File: config.mk
export PLATFORM = sky130hd
export DESIGN_NAME = fetch_decode_queue
export DESIGN_NICKNAME = d
export VERILOG_FILES = /design/src/rtl/fd_pkg.sv /design/src/rtl/fd_queue_mem.sv /design/src/rtl/fetch_decode_queue.sv
export SDC_FILE = /design/constraint.sdc
export NUM_CORES = 1
export LEC_CHECK = 0
export BUFFER_PORTS_ARGS = -buffer_cell sky130_fd_sc_hd__buf_2
export CORE_ASPECT_RATIO = 1.1
export CORE_MARGIN = 2
export CORE_UTILIZATION = 35
export DETAILED_ROUTE_END_ITERATION = 10
export PLACE_DENSITY_LB_ADDON = 0.3
export SLEW_MARGIN = 20
export SYNTH_ARGS = -nofsm -noshare
export SYNTH_HDL_FRONTEND = slang
export SYNTH_SLANG_ARGS = --single-unit
File: constraint.sdc
create_clock -name clk -period 2.85 [get_ports clk]
set_input_delay 0.1425 -clock clk [delete_from_list [all_inputs] [get_ports clk]]
set_output_delay 0.1425 -clock clk [all_outputs]
set_load 0.05 [all_outputs]
File: src/rtl/fd_pkg.sv
// Shared types and constants for the fetch/decode queue slice.
// One entry is a fetched {PC, instruction} pair.
package fd_pkg;

    localparam logic [31:0] RESET_PC  = 32'h0000_3000;
    localparam logic [31:0] NOP_INSTR = 32'h0000_0000;

    typedef struct packed {
        logic [31:0] pc;
        logic [31:0] instr;
    } fd_entry_t;

endpackage

File: src/rtl/fd_queue_mem.sv
// Entry storage for the fetch/decode queue: one write port, two async read
// ports (head and head+1). Contents are never cleared; validity lives in the pointers.
module fd_queue_mem
    import fd_pkg::*;
#(
    parameter int DEPTH = 4,
    parameter int AW    = $clog2(DEPTH)
) (
    input  logic            clk,
    input  logic            i_we,
    input  logic [AW-1:0]   i_waddr,
    input  fd_entry_t       i_wdata,
    input  logic [AW-1:0]   i_head_addr,
    input  logic [AW-1:0]   i_next_addr,
    output fd_entry_t       o_head,
    output fd_entry_t       o_next
);

    fd_entry_t r_mem [DEPTH];

    always_ff @(posedge clk) begin
        if (i_we) begin
            r_mem[i_waddr] <= i_wdata;
        end
    end

    assign o_head = r_mem[i_head_addr];
    assign o_next = r_mem[i_next_addr];

endmodule

File: src/rtl/fetch_decode_queue.sv
// Decoupling queue between fetch and decode. Holds fetched {PC, instr} pairs,
// back-pressures fetch through f_ready and supports redirect flush with an optional kept delay slot.
module fetch_decode_queue
    import fd_pkg::*;
#(
    parameter int DEPTH = 4,
    parameter int AW    = $clog2(DEPTH)
) (
    input  logic          clk,
    input  logic          reset,
    input  logic          f_valid,
    input  logic [31:0]   f_pc,
    input  logic [31:0]   f_instr,
    output logic          f_ready,
    output logic          d_valid,
    output logic [31:0]   d_pc,
    output logic [31:0]   d_instr,
    input  logic          d_ready,
    input  logic          flush,
    input  logic          flush_keep,
    output logic [AW:0]   count
);

    // Handshake: a pair moves on a side only in a cycle where its valid and
    // ready are both high at the rising edge; f_ready never looks at d_ready.
    localparam logic [AW:0]   C_FULL = (AW+1)'(DEPTH);
    localparam logic [AW:0]   C_TWO  = (AW+1)'(2);
    localparam logic [AW-1:0] P_ONE  = AW'(1);
    localparam logic [AW-1:0] P_TWO  = AW'(2);

    logic [AW-1:0] r_rd_ptr, r_wr_ptr;
    logic [AW:0]   r_count;

    logic          w_push, w_pop, w_we;
    logic          w_keep_head, w_keep_next, w_keep_push;
    logic [AW-1:0] w_rd_next, w_wr_next;
    logic [AW:0]   w_count_next;
    fd_entry_t     w_head, w_next_unused;

    assign f_ready = (r_count != C_FULL);
    assign d_valid = (r_count != '0);
    assign w_push  = f_valid & f_ready;
    assign w_pop   = d_valid & d_ready;

    // Oldest survivor of a keep-flush: unpopped head, else second entry, else the incoming pair.
    assign w_keep_head = d_valid & ~w_pop;
    assign w_keep_next = w_pop & (r_count >= C_TWO);
    assign w_keep_push = ~w_keep_head & ~w_keep_next & w_push;

    assign w_we = w_push & (~flush | (flush_keep & w_keep_push));

    always_comb begin
        w_rd_next    = r_rd_ptr;
        w_wr_next    = r_wr_ptr;
        w_count_next = r_count;
        if (flush) begin
            if (flush_keep && w_keep_head) begin
                w_wr_next    = r_rd_ptr + P_ONE;
                w_count_next = (AW+1)'(1);
            end else if (flush_keep && w_keep_next) begin
                w_rd_next    = r_rd_ptr + P_ONE;
                w_wr_next    = r_rd_ptr + P_TWO;
                w_count_next = (AW+1)'(1);
            end else if (flush_keep && w_keep_push) begin
                w_rd_next    = r_wr_ptr;
                w_wr_next    = r_wr_ptr + P_ONE;
                w_count_next = (AW+1)'(1);
            end else begin
                w_rd_next    = r_wr_ptr;
                w_count_next = '0;
            end
        end else begin
            if (w_push) w_wr_next = r_wr_ptr + P_ONE;
            if (w_pop)  w_rd_next = r_rd_ptr + P_ONE;
            if (w_push && !w_pop)      w_count_next = r_count + (AW+1)'(1);
            else if (w_pop && !w_push) w_count_next = r_count - (AW+1)'(1);
        end
    end

    always_ff @(posedge clk) begin
        if (reset) begin
            r_rd_ptr <= '0;
            r_wr_ptr <= '0;
            r_count  <= '0;
        end else begin
            r_rd_ptr <= w_rd_next;
            r_wr_ptr <= w_wr_next;
            r_count  <= w_count_next;
        end
    end

    // The head+1 port is where a kept delay slot sits; advancing rd_ptr onto it is enough.
    fd_queue_mem #(.DEPTH(DEPTH), .AW(AW)) u_mem (
        .clk         (clk),
        .i_we        (w_we),
        .i_waddr     (r_wr_ptr),
        .i_wdata     ({f_pc, f_instr}),
        .i_head_addr (r_rd_ptr),
        .i_next_addr (r_rd_ptr + P_ONE),
        .o_head      (w_head),
        .o_next      (w_next_unused)
    );

    assign d_pc    = d_valid ? w_head.pc    : 32'h0;
    assign d_instr = d_valid ? w_head.instr : NOP_INSTR;
    assign count   = r_count;

endmodule
* Word level (Yosys, flattened, before mapping)
Memories as Yosys holds them, arrays and structs flattened. A register that Yosys moved wholly into a read port is not among the register bits.
Cells that the tools add are included.
** Storage, ports and cells
- Flip-flop bits (word level) :: 7
- Bits in writable memories :: 256
- Input port bits :: 70
- Output and inout port bits :: 69
- Word-level logic and storage cells :: 60
- Memories kept :: 1
** Memories
- u_mem.r_mem :: words 4, bits a word 64, rd ports 1, clocked after Yosys merged registers in 1, wr ports 1, line fd_queue_mem.sv:19 : fd_entry_t r_mem [DEPTH];
** Cells by class
- Add/sub/neg operators :: 5
- Order comparisons :: 1
- Equality and inequality tests :: 3
- Multiplexer cells :: 21
- Bitwise gates (word level) :: 13
- Reductions and logical operators :: 13
** Operators with widths (number)
- $mux 32 :: 2
- $mux 2 :: 11
- $mux 3 :: 3
- $and 1x1->1 :: 8
- $reduce_bool 3->1 :: 2
- $logic_and 1x1->1 :: 5
- $mux 1 :: 5
- $add 2x1->2 const B :: 2
- $ne 4x1->1 const B :: 1
- $not 1->1 :: 4
- $reduce_and 2->1 :: 2
- $reduce_bool 2->1 :: 2
- $add 3x1->3 const B :: 1
- $ge 3x2->1 const B :: 1
- $ne 3x3->1 const B :: 1
- $sub 3x1->3 const B :: 1
- $add 2x2->2 const B :: 1
- $logic_not 1->1 :: 2
- $ne 2x2->1 const B :: 1
- $or 1x1->1 :: 1

* Logic depth before layout (Yosys ltp)
Gate-level depths: netlist of the first run.
- Depth in word-level cells :: 12
- Gate-level depth with buffers :: 9
- Gate-level depth less buffers :: 8

* Hierarchy
A second synthesis of the first run with hierarchy kept.
** Unflattened totals
- Cells, all modules :: 580
- Area total of the unflattened synthesis :: 12065.3 um^2
** By module, submodules not included
- fd_queue_mem :: instances 1, cells each 416, area an instance 10964.3 um^2
- fetch_decode_queue :: instances 1, cells each 164, area an instance 1101.1 um^2

* Worst setup path before layout of the first run
OpenSTA, ideal clock, no wires.
- Path type :: register -> register
- Start :: reg r_count[1] (netlist: count[1])
- End :: mem u_mem.r_mem[2][0] (netlist bit) (enable)
- Library setup time :: 429 ps
- Arrival time :: 2773 ps
- Path slack :: -352 ps
- Cell stages (with the launch flop) :: 6
- Buffers on the path :: 1
- Period minus slack after synthesis :: 3202 ps
- Cells stage by stage :: dfxtp_1 > buf_6 > nor2_1 > and3_1 > o21a_1 > and2_1
** On the way
- Word-level cells in the longest chain between the ends :: 12
** RTL lines
- from (decl) :: line fetch_decode_queue.sv:32 : logic [AW:0] r_count;
- from (signal assigned) :: line fetch_decode_queue.sv:88 : r_count <= w_count_next;
- parallel branches: the longest is 9 deep, another holds $ge 3x2->1
- $and 1x1->1 (*) :: line fetch_decode_queue.sv:50 : assign w_we = w_push & (~flush | (flush_keep & w_keep_push));
- $mux 1 (*) :: line fd_queue_mem.sv:22 : if (i_we) begin
- $mux 1 (implied by the code) (*) :: line fd_queue_mem.sv:23 : r_mem[i_waddr] <= i_wdata;
- to (decl) :: line fd_queue_mem.sv:19
Mark *: on every way between the ends.

* Worst setup path in the final report of the first run
- Start :: reg r_count[0] (netlist: count[0])
- End :: reg r_count[2] (netlist: count[2])
** On the way
- Word-level cells in the longest chain between the ends :: 6
** RTL lines
- parallel branches: the longest is 6 deep, another holds $sub 3x1->3
Several ways; the timed one is not identified. The select of a mux whose other input is x is not followed.
A chain may end at the register's enable or synchronous reset.

==> flow_metrics.env, run 1 <==
export IMPL_p_int_w=0.007281
export IMPL_cts_tree="yes"
export IMPL_synth_main_ff_cell="edfxtp_1"
export IMPL_syn_area_per_cell_um2=20.66
export IMPL_skew_ns=0.01831
export IMPL_area_growth_pct=26.64
export IMPL_maxCapViolCount=0
export IMPL_multi_input_area_um2=2417
export IMPL_numClockSinks=265
export IMPL_ys_ff_latch=265
export IMPL_initial_core_util_pct=35.47
export IMPL_drtIter0Drc=343
export IMPL_cp_arrival_ns=3.16
export IMPL_synth_edf_count=256
export IMPL_regArea_um2=7876
export IMPL_dieArea_um2=31280
export IMPL_rows=66
export IMPL_power_frac_comb_pct=16.7
export IMPL_grt_overflow=0
export IMPL_clock_path_buffers=3
export IMPL_die_width_um=168.8
export IMPL_crit_buf_inv=1
export IMPL_grt_use_total_pct=13.58
export IMPL_syn_inst=506
export IMPL_fin_crit_sh_pct=94.77
export IMPL_synthDistinctLibCells=48
export IMPL_post_cts_buffers=0
export IMPL_crit_path_cell_trace="nor2_2 > nand2_1 > o211a_1 > fa_1 > nand3b_1 > o31ai_1 > a22o_1 > nor4_1 > dlygate4sd3_1"
export IMPL_rsz0062_at_grt="no"
export IMPL_p_sw_share_pct=25.53
export IMPL_critPathLaunchType="flop"
export IMPL_core_area_um2=29480
export IMPL_num_vias=5458
export IMPL_clk_pin_slew_worst_paths_ns=0.06
export IMPL_cp_max_fo=12
export IMPL_clk_latency_ns=0.52
export IMPL_synthArstFlopShare_pct=0
export IMPL_drive_gt1_share_pct=36.13
export IMPL_power_density_nw_per_um2=738.4
export IMPL_status="complete, no violations"
export IMPL_dp_hpwl_mm=12.98
export IMPL_slew_headroom_pct=63.86
export IMPL_slowest_stage="dlygate4sd3_1"
export IMPL_critPathTopFamily="simple AND/OR/NAND/NOR gates"
export IMPL_slew_viol_final=0
export IMPL_drtPass1Iterations=5
export IMPL_nNetsFinal=794
export IMPL_crit_path_max_incr_delay_ns=0.57
export IMPL_finalWeightedCongestion=0.8230
export IMPL_antenna_found_initial=2
export IMPL_setup_tns_final_ns=0
export IMPL_fmax_ghz=0.3702
export IMPL_setup_viol=0
export IMPL_p_clk_share_pct=36.6
export IMPL_fillerInstances=2519
export IMPL_place_area_um2=11650
export IMPL_min_path_type="input pin to flop"
export IMPL_fin_area_um2=13240
export IMPL_route_detailed_drc=0
export IMPL_post_drt_wl_per_cell_um=18.89
export IMPL_netlist_area_um2=10460
export IMPL_worstSetupPathType="flop to flop"
export IMPL_seqPwrFrac_pct=46.7
export IMPL_power_leakage_nw=4.571
export IMPL_cts_buffers=26
export IMPL_yosysWarnings=0
export IMPL_yosysSeqAreaShare_pct=75.24
export IMPL_grt_pass1_vias=5996
export IMPL_vdd_drop_max_uv=332.3
export IMPL_h_tree_depth=1
export IMPL_root_buffer="clkbuf_16"
export IMPL_ant_nets=0
export IMPL_tightest_slew_ns=0.5421
export IMPL_cp_end_kind="flop"
export IMPL_period_needed_ns=2.701
export IMPL_cp_required_ns=3.31
export IMPL_syn_num_nets=581
export IMPL_hold_viol_final=0
export IMPL_port_buffers=138
export IMPL_vias_per_cell=4.899
export IMPL_totalWireLength_mm=21.04
export IMPL_grt_pass1_wl_mm=32.96
export IMPL_grt_max_degree=57
export IMPL_ioPinCount=139
export IMPL_netSwitchingPower_w=0.002496
export IMPL_chipHeight_um=185.3
-- cell usage in the layout, fill, tap and decap left out, drive strengths merged, types with 2 or more instances in the layout --
cell type    netlist  final
clkinvlp           0      4
nor2               6      6
o211ai             2      2
a2111oi            3      3
a21o               2      2
and3               2      2
a2bb2oi            2      2
nand2b             2      2
dlygate4sd3        0     66
buf               21    149
inv                6      6
o31ai              4      4
a211oi             3      3
bufinv             0      5
clkbuf             9     31
clkinv             0      8
o21ai              4      4
a21oi              7      7
nor2b              3      3
nand2              5      5
edfxtp           256    256
a31oi              3      3
and2              68     68
ha                 4      4
dfxtp              9      9
mux4              64     64
-- per-layer routing --
layer  up-vias  GRT usage [%]  routed length [um]
met5         -              0                  13
met4         2          3.759                 345
met3        28          2.863                1093
met2       147          23.89               10770
met1      2794          17.04                8816
li1       2487              -                   -
-- Yosys cell counts, types with 2 or more instances --
cell type	number	area share [%]
buf_4	7	0.50
buf_2	5	0.24
o211ai_1	2	0.14
a31oi_1	3	0.18
o31ai_1	4	0.29
buf_6	2	0.22
a2bb2oi_1	2	0.17
a211oi_1	3	0.22
ha_1	4	0.48
a21o_1	2	0.14
a21oi_1	7	0.34
buf_1	7	0.25
and2_1	68	4.1
nor2_1	6	0.22
nand2b_1	2	0.12
a2111oi_0	2	0.17
inv_1	6	0.22
nand2_1	5	0.18
o21ai_0	4	0.19
dfxtp_1	9	1.7
clkbuf_1	8	0.29
nor2b_1	3	0.18
edfxtp_1	256	74
and3_1	2	0.12
mux4_2	64	14
-- logic make-up (layout without fill, tap and decap cells) --
kind of cell             after synthesis  in the layout  synth area share, %
flip-flops                           265            265                75.24
XOR/XNOR                               1              1              0.08378
AO/OA/AOI/OAI                         41             41                2.944
other                                  0              1                    0
buffers and inverters                 36            269                1.759
multiplexers                          65             65                13.93
AND/OR/NAND/NOR                       93             93                5.373
adder cells (fa/ha/maj)                5              5               0.6701
-- sequential cells by signal (all words and copies together), names as in the netlist, named ones only --
signal,flops
r_rd_ptr,2
count,3
u_mem.r_mem,256
r_wr_ptr,2
-- worst register-to-register path, cell delays in order, from the launching register on --
cell and delay, ns:
dfxtp_1 0.43, nor2_2 0.26, nand2_1 0.12, o211a_1 0.18
fa_1 0.45, nand3b_1 0.14, o31ai_1 0.09, a22o_1 0.24
nor4_1 0.17, dlygate4sd3_1 0.57
-- power by group through the flow --
| stage | Sequential, W | Combinational, W | Clock, W |
|---|---|---|---|
| floorplan | 0.00461 | 0.00117 | 0 |
| global route | 0.00459 | 0.00175 | 0.00384 |
| global placement | 0.00464 | 0.00157 | 0 |
| finish | 0.00457 | 0.00163 | 0.00358 |
| CTS | 0.00457 | 0.00166 | 0.00369 |
| detailed placement | 0.00466 | 0.00158 | 0 |
-- cell type report --
cell class / instances / area share [%]
clock buffer: 31 / 5.292
sequential: 265 / 59.48
tap: 374 / 3.534
antenna: 1 / 0.01890
timing repair buffer: 215 / 11.58
inverter: 6 / 0.1701
clock inverter: 17 / 1.663
multi-input combinational: 205 / 18.26
-- metrics by stage --
stage	util, %	worst slack [ns]	hold slack [ns]	instances	power, W
detailed placement	39.53	0.6105	0.3622	999	0.006240
finish	44.92	0.1490	0.05420	1114	0.009778
global placement	39.53	0.7128	0.3551	999	0.006210
CTS	44.89	0.1190	0.02777	1113	0.009924
global route	44.92	0.04983	0.08867	1114	0.01018
floorplan	-	0.2805	0.2414	506	0.005778
-- path summary, 6_finish.rpt --
| path | startpoint | to | slack (ns) | cells after the start |
|---|---|---|---|---|
| max | count[0] | count[2] | 0.15 | 9 |
| min | flush | count[1] | 0.05 | 2 |
| max reg2reg | count[0] | count[2] | 0.15 | 9 |
| min reg2reg | r_rd_ptr[0] | flop | 0.59 | 2 |
-- what timing repair did --
action                                  4_1_cts  5_1_grt
hold endpoints to repair                    265        0
endpoints found under the setup margin        0       17
resized for setup                             0        2
hold buffers                                 66        0
No activity file was read; power rests on OpenSTA's default activity.
==> run 2: changes to the inputs <==
--- a/config.mk
+++ b/config.mk
@@ -9,8 +9,9 @@
 export CORE_ASPECT_RATIO = 1.1
 export CORE_MARGIN = 2
 export CORE_UTILIZATION = 35
+export CTS_BUF_LIST = sky130_fd_sc_hd__clkbuf_4 sky130_fd_sc_hd__clkbuf_8
 export DETAILED_ROUTE_END_ITERATION = 10
-export PLACE_DENSITY_LB_ADDON = 0.3
+export GPL_TIMING_DRIVEN = 0
 export SLEW_MARGIN = 20
 export SYNTH_ARGS = -nofsm -noshare
 export SYNTH_HDL_FRONTEND = slang
==> run 2 against run 1 <==
- critical path depth fell by 4
- count of clock-buffer cells in the layout rose by 31
- sequential power fell by 1%
- setup slack improved by 0.038 ns
- hold slack improved by 0.026 ns
- design area fell by 0.32%
- wire length rose by 3.0%
- fmax rose by 1.4%
- largest cell class unchanged
- highest routed layer is now met4
==> flow_metrics.env, run 2 (synthesis gave the netlist of run 1 again) <==
export IMPL_power_density_nw_per_um2=713.3
export IMPL_port_buffers=134
export IMPL_grt_overflow=0
export IMPL_chipHeight_um=185.3
export IMPL_drtIter0Drc=297
export IMPL_rsz0062_at_grt="yes"
export IMPL_skew_ns=0.01699
export IMPL_root_buffer="clkbuf_8"
export IMPL_largest_register_ffs=256
export IMPL_worstSetupPathType="flop to primary output"
export IMPL_numClockSinks=265
export IMPL_vias_per_cell=4.876
export IMPL_fin_util_pct=44.77
export IMPL_dp_hpwl_mm=13.05
export IMPL_antenna_found_initial=1
export IMPL_maxCapViolCount=0
export IMPL_setup_viol=0
export IMPL_cp_arrival_ns=2.52
export IMPL_vdd_drop_max_uv=465.0
export IMPL_num_vias=5651
export IMPL_ioPinCount=139
export IMPL_clock_path_buffers=3
export IMPL_initial_core_util_pct=35.47
export IMPL_ant_nets=0
export IMPL_cp_required_ns=2.71
export IMPL_regMostFlops="u_mem.r_mem"
export IMPL_finalWeightedCongestion=0.7990
export IMPL_route_detailed_drc=0
export IMPL_cp_max_fo=10
export IMPL_h_tree_depth=2
export IMPL_cts_tree="yes"
export IMPL_slew_headroom_pct=54.29
export IMPL_critPathTopFamily="buffers and inverters"
export IMPL_min_path_type="input pin to flop"
export IMPL_grt_pass1_vias=6079
export IMPL_crit_buf_inv=3
export IMPL_fin_crit_sh_pct=93.42
export IMPL_whs_ns=0.08033
export IMPL_area_growth_pct=26.23
export IMPL_slew_viol_final=0
export IMPL_dieArea_um2=31280
export IMPL_slowest_stage="buf_1"
export IMPL_clk_pin_slew_worst_paths_ns=0.06
export IMPL_final_common_cell="edfxtp_1"
export IMPL_totalWireLength_mm=21.67
export IMPL_post_drt_wl_per_cell_um=18.69
export IMPL_cts_resized=0
export IMPL_fmax_ghz=0.3756
export IMPL_grt_use_total_pct=14.02
export IMPL_tightest_slew_ns=0.6857
export IMPL_crit_path_max_incr_delay_ns=0.58
export IMPL_clk_latency_ns=0.52
export IMPL_core_area_um2=29480
export IMPL_setup_tns_final_ns=0
export IMPL_drive_gt1_share_pct=37.37
export IMPL_cts_buffers=44
export IMPL_instances_no_fill=1159
export IMPL_drtPass1Iterations=4
export IMPL_die_width_um=168.8
export IMPL_cp_end_kind="primary output"
export IMPL_grt_pass1_wl_mm=33.54
export IMPL_crit_path_cell_trace="clkbuf_2 > buf_1 > mux4_2 > and2_1 > buf_2"
export IMPL_period_needed_ns=2.662
export IMPL_status="complete, no violations"
export IMPL_power_leakage_nw=4.602
export IMPL_p_total_w=0.009415
export IMPL_hold_viol_final=0
export IMPL_critPathLaunchType="flop"
export IMPL_nNetsFinal=829
export IMPL_final_cell_mix="edfxtp_1 (256), buf_2 (139), dlygate4sd3_1 (65), mux4_2 (64), and2_1 (64)"
export IMPL_grt_max_degree=37
export IMPL_rows=66
export IMPL_placed_cells=1018
==> run 2: cell types whose count changed in the layout (fill, tap and decap cells not counted), sizes merged <==
cell / delta
buf: +10
clkbuf: +39
clkinv: +3
bufinv: -4
dlygate4sd3: -1
clkinvlp: -2
==> run 2: power by group <==
part | leakage, nW | total, W | switching, W | internal [W]
sequential | 2.41 | 0.00452 | 0.0000464 | 0.00448
combinational | 1.75 | 0.00169 | 0.00109 | 0.000600
clock | 0.446 | 0.00320 | 0.00140 | 0.00180
total | 4.60 | 0.00941 | 0.00254 | 0.00688
==> run 2: layer usage <==
metal  global-route usage (%)  vias up  share of wire, %
li1                         -     2564                 -
met1                    17.61     2863                41
met2                    24.31      183                51
met3                    3.077       41               5.8
met4                    4.414        0               2.0
met5                        0        -                 0
==> run 2: final cells by class <==
type | count | area (um^2)
Timing Repair Buffer | 203 | 1416
Antenna cell | 1 | 2.502
Buffer | 29 | 157.7
Clock buffer | 62 | 759.5
Inverter | 6 | 22.52
Multi-Input combinational cell | 205 | 2415
Clock inverter | 14 | 90.09
Tap cell | 374 | 467.9
Sequential cell | 265 | 7868
Fill cell | 2597 | 16280
==> run 2: through the flow <==
stage	worst slack, ns	instance area (um^2)
final	0.1875	13200
after global routing	-0.004296	13200
after CTS	0.04732	13200
after detailed placement	0.4025	11700
after global placement	-0.1926	11600
after floorplan	0.2805	10460
==> run 2: final timing paths <==
check / startpoint / end / slack (ns) / cells past startpoint
max: flop / d_pc[22] / 0.19 / 5
min: f_valid / count[0] / 0.08 / 3
max reg2reg: count[1] / u_mem.r_mem[3][51] / 0.46 / 6
min reg2reg: r_wr_ptr[0] / r_wr_ptr[0] / 0.63 / 2
==> run 2: worst min-delay path, stage by stage <==
cell      delay, ns
buf_2          0.17
a222oi_1       0.09
a21oi_1        0.15
==> run 2: repair_timing <==
action                     CTS  global route
hold buffers                65             0
pin swaps                    0             0
hold endpoints to repair   257             0
setup buffers                0             0
setup endpoints to repair   45             2
